`config.mk`:
```
export PLATFORM = sky130hd
export DESIGN_NAME = counter_mod
export DESIGN_NICKNAME = d
export VERILOG_FILES = /design/src/rtl/counter_mod.sv
export SDC_FILE = /design/constraint.sdc
export NUM_CORES = 1
export LEC_CHECK = 0
export CAP_MARGIN = 20
export CORE_UTILIZATION = 45
export CTS_BUF_LIST = sky130_fd_sc_hd__clkbuf_16
export DETAILED_ROUTE_END_ITERATION = 7
export PLACE_DENSITY = 0.72
export SYNTH_ARGS = -nofsm -noshare
export SYNTH_HDL_FRONTEND = slang
export SYNTH_SLANG_ARGS = --single-unit
export TNS_END_PERCENT = 1
```
`constraint.sdc`:
```
create_clock -name clk -period 4 [get_ports clk]
set_clock_uncertainty 0.15 [all_clocks]
set_input_delay 1.2 -clock clk [delete_from_list [all_inputs] [get_ports clk]]
set_output_delay 1.2 -clock clk [all_outputs]
set_load 0.01 [all_outputs]
```
`src/rtl/counter_mod.sv`:
```
// Up/down/load counter over the range [0, limit] with either wrap-around or
// hold-at-boundary behaviour, plus wrap pulse, saturation level and sticky overflow.
module counter_mod #(
    parameter int WIDTH    = 8,
    parameter bit SATURATE = 1'b0
) (
    input  logic             clk,
    input  logic             reset,
    input  logic             en,
    input  logic [1:0]       control,
    input  logic [WIDTH-1:0] load,
    input  logic [WIDTH-1:0] limit,
    output logic [WIDTH-1:0] count,
    output logic             wrap,
    output logic             sat,
    output logic             ovf
);

    typedef enum logic [1:0] {
        OP_CLEAR = 2'd0,
        OP_UP    = 2'd1,
        OP_DOWN  = 2'd2,
        OP_LOAD  = 2'd3
    } op_e;

    op_e              op;
    logic [WIDTH-1:0] count_d;
    logic             wrap_d;
    logic             sat_d;
    logic             ovf_d;
    logic             at_top;
    logic             at_bottom;

    assign op        = op_e'(control);
    // count may sit above limit after limit is lowered; that still counts as the top boundary
    assign at_top    = (count >= limit);
    assign at_bottom = (count == '0);

    always_comb begin
        count_d = count;
        wrap_d  = 1'b0;
        sat_d   = sat;
        ovf_d   = ovf;
        if (en) begin
            case (op)
                OP_CLEAR: begin
                    count_d = '0;
                    sat_d   = 1'b0;
                    ovf_d   = 1'b0;
                end
                OP_UP: begin
                    if (!at_top) begin
                        count_d = count + WIDTH'(1);
                        sat_d   = 1'b0;
                    end else if (SATURATE) begin
                        count_d = limit;
                        sat_d   = 1'b1;
                        ovf_d   = 1'b1;
                    end else begin
                        count_d = '0;
                        wrap_d  = 1'b1;
                        sat_d   = 1'b0;
                        ovf_d   = 1'b1;
                    end
                end
                OP_DOWN: begin
                    if (!at_bottom) begin
                        count_d = count - WIDTH'(1);
                        sat_d   = 1'b0;
                    end else if (SATURATE) begin
                        sat_d   = 1'b1;
                        ovf_d   = 1'b1;
                    end else begin
                        count_d = limit;
                        wrap_d  = 1'b1;
                        sat_d   = 1'b0;
                        ovf_d   = 1'b1;
                    end
                end
                OP_LOAD: begin
                    sat_d = 1'b0;
                    if (load > limit) begin
                        count_d = limit;
                        ovf_d   = 1'b1;
                    end else begin
                        count_d = load;
                    end
                end
                default: ;
            endcase
        end
    end

    always_ff @(posedge clk) begin
        if (reset) begin
            count <= '0;
            wrap  <= 1'b0;
            sat   <= 1'b0;
            ovf   <= 1'b0;
        end else begin
            count <= count_d;
            wrap  <= wrap_d;
            sat   <= sat_d;
            ovf   <= ovf_d;
        end
    end

endmodule
```
==> results of run 1 <==
registers in the layout, summed over array words and instances (netlist names):
signal  count
count       8
ovf         1
wrap        1
report_power, final:
group	switching (mW)	leakage (nW)	internal, mW
combinational	0.115	0.716	0.101
sequential	0.0173	0.0815	0.107
clock	0.0500	0.0385	0.131
worst paths after layout:
path                            to  slack, ns  depth (start not counted)
setup / recovery  ovf$_SDFFE_PP0P_       0.29                          9
hold / removal    ovf$_SDFFE_PP0P_       0.47                          2
setup reg to reg  ovf$_SDFFE_PP0P_       1.27                          8
hold reg to reg   ovf$_SDFFE_PP0P_       0.47                          2
cell families after synthesis:
logic type | after synthesis
buffers and inverters | 24
muxes | 4
other | 1
DFF | 10
AOI/OAI and AO/OA | 65
and+or+nand+nor | 67
xor gates and xnor gates | 7
adders and majority gates | 22
cell usage in the layout (no fill, tap or decap), types with 3 or more instances in the layout:
cell / instances
nand2_1: 17
o21a_1: 3
or4_1: 3
a31oi_1: 3
nor2_1: 9
and3_1: 3
buf_4: 5
a211oi_1: 6
ha_1: 22
nand4_1: 5
inv_1: 14
o211ai_1: 4
nand3_1: 9
dfxtp_1: 10
xor2_1: 5
clkbuf_16: 3
or3_1: 3
a21oi_1: 16
clkdlybuf4s50_1: 30
o21ai_0: 7
routing by layer:
layer	up-vias	GRT usage [%]	wire (um)
li1	812	-	-
met1	798	32.65	1940
met2	83	43.64	2203
met3	12	4.904	318
met4	0	9.091	88
met5	-	0	0
synthesized netlist by cell type (4+ instances only):
cell type   n  area share (%)
nor2_1      9             2.2
inv_1      14             3.4
o211ai_1    4             1.9
nand3_1     9             2.9
buf_2       4             1.3
nand2_1    17             4.1
dfxtp_1    10              13
xor2_1      5             2.8
o21ai_0     7             2.3
a211oi_1    6             2.9
a21oi_1    16             5.2
ha_1       22              18
nand4_1     5             2.0
through the flow:
stage | area [um^2] | utilization, % | worst slack, ns | total power [mW]
global placement | 1888 | 59.88 | 0.06522 | 0.3338
floorplan | 1553 | - | 0.9401 | 0.2611
finish | 1967 | 62.38 | 0.2914 | 0.5218
CTS | 1967 | 62.38 | 0.3065 | 0.5199
global route | 1967 | 62.38 | 0.1645 | 0.5483
detailed placement | 1888 | 59.88 | 0.06276 | 0.3396
layout make-up:
| type | count | area [um^2] | share of cell area, % |
|---|---|---|---|
| Clock inverter | 1 | 3.754 | 0.1908 |
| Inverter | 14 | 52.55 | 2.672 |
| Tap cell | 44 | 55.05 | 2.799 |
| Timing Repair Buffer | 35 | 337.8 | 17.18 |
| Multi-Input combinational cell | 166 | 1242 | 63.17 |
| Sequential cell | 10 | 200.2 | 10.18 |
| Clock buffer | 3 | 75.07 | 3.817 |
critical path: stages:
cell,delay [ns]
clkdlybuf4s50_1,0.54
inv_1,0.10
ha_1,0.28
or3_2,0.10
a21oi_1,0.09
o311ai_2,0.74
nand3_2,0.14
a21oi_2,0.18
mux2_4,0.31
==> results_dict.tcl, run 1 <==
set metrics [dict create \
    status "finished clean" \
    core_um2 3153 \
    tns_ns 0 \
    place_congestion 0.9597 \
    clkSinkCount 10 \
    cts_setup_buffers 0 \
    grt_pass1_wl_um 7093 \
    drt_wl_total_um 4551 \
    diodes 0 \
    relSlewSlack_pct 46.72 \
    synth_cells 200 \
    ios 32 \
    synth_top_flop_cell "dfxtp_1" \
    dp_cells 269 \
    yosysWarnings 0 \
    cts.clk_slew.worst_paths_ns 0.04 \
    numCtsBuffers 3 \
    synth-compound-area-share_pct 30.30 \
    rsz0062_at_grt "false" \
    area_delta_synth_final_pct 26.67 \
    fin_crit_ns 3.709 \
    fp.dieW_um 60.74 \
    via_count 1705 \
    synth_nets 243 \
    ir_drop_v 0.0001803 \
    hold_class "flop to flop" \
    min-delay-start "ovf$_SDFFE_PP0P_" \
    fin_cells 273 \
    insertion_delay_ns 0.24 \
    drc 0 \
    hold_viol_final 0 \
    reg2reg_from "count[0]$_SDFFE_PP0P_" \
    post_cts_resized 0 \
    cp.required_ns 3.97 \
    setup_viol 0 \
    cts_root_buffer "clkbuf_16" \
    synthXorXnorAreaFrac_pct 3.948 \
    synth_top_family_by_area "compound AO/OA/AOI/OAI gates" \
    fin_nets 273 \
    io_buffer_count 30 \
    ant_nets 0 \
    startpoint "limit[2]" \
    ys_seq_area_share_pct 12.89 \
    path_class "primary input to flop" \
    die-height_um 60.74 \
    cts_buffer_depth 2 \
    synthAdderAreaFrac_pct 17.73 \
    fmax_mhz 269.6 \
    yosysUniqueCellTypes 60 \
    cp.arrival_ns 3.68 \
    postCtsHoldBufs 0 \
    fill_cells 304 \
    dr.pass1.iters 6 \
    drtIter0Drc 107 \
    synthArstFlopShare_pct 0 \
    holdWs_ns 0.4724 \
    grt_overflow_total 0 \
    hpwl_um 3706 \
    worst_pin_slew_ns 0.7979 \
    detail_route.wl_per_cell_um 16.67 \
    dieArea_um2 3689 \
    start_util_pct 49.25 \
    rows 20 \
    synth-edff-count 0 \
    drive_above_1_share_pct 10.48 \
    h-tree-depth 1 \
    cap_viol_max_count 0 \
    cts_tree "yes" \
    end_kind "flop" \
    period_share_pct 92.72 \
    grt_pass1_vias 1574 \
    power_density_nw_per_um2 265.3 \
    p_leak_nw 0.8359 \
    antenna_found_initial 0 \
    cp_max_fo 9 \
    syn_area_per_cell_um2 7.764 \
    synth-simple-area-share_pct 24.82 \
    viasPerCell 6.245 \
    synth-seq-cells 10 \
    gr-usage-all-layers_pct 25.77 \
    startpoint_type "primary input" \
    muxShareOfSynthArea_pct 2.981 \
    grt_max_degree 13 \
    slew_violations 0 \
    synthesis.area_um2 1553 \
]
Note: power is estimated with default switching activity, not from simulation.
==> run 2: changes to the inputs <==
--- a/config.mk
+++ b/config.mk
@@ -10,6 +10,7 @@
 export CTS_BUF_LIST = sky130_fd_sc_hd__clkbuf_16
 export DETAILED_ROUTE_END_ITERATION = 7
 export PLACE_DENSITY = 0.72
+export SETUP_SLACK_MARGIN = 0.05
 export SYNTH_ARGS = -nofsm -noshare
 export SYNTH_HDL_FRONTEND = slang
 export SYNTH_SLANG_ARGS = --single-unit
==> results of run 2 <==
The final DEF is identical to that of run 1; final timing and power are the same.
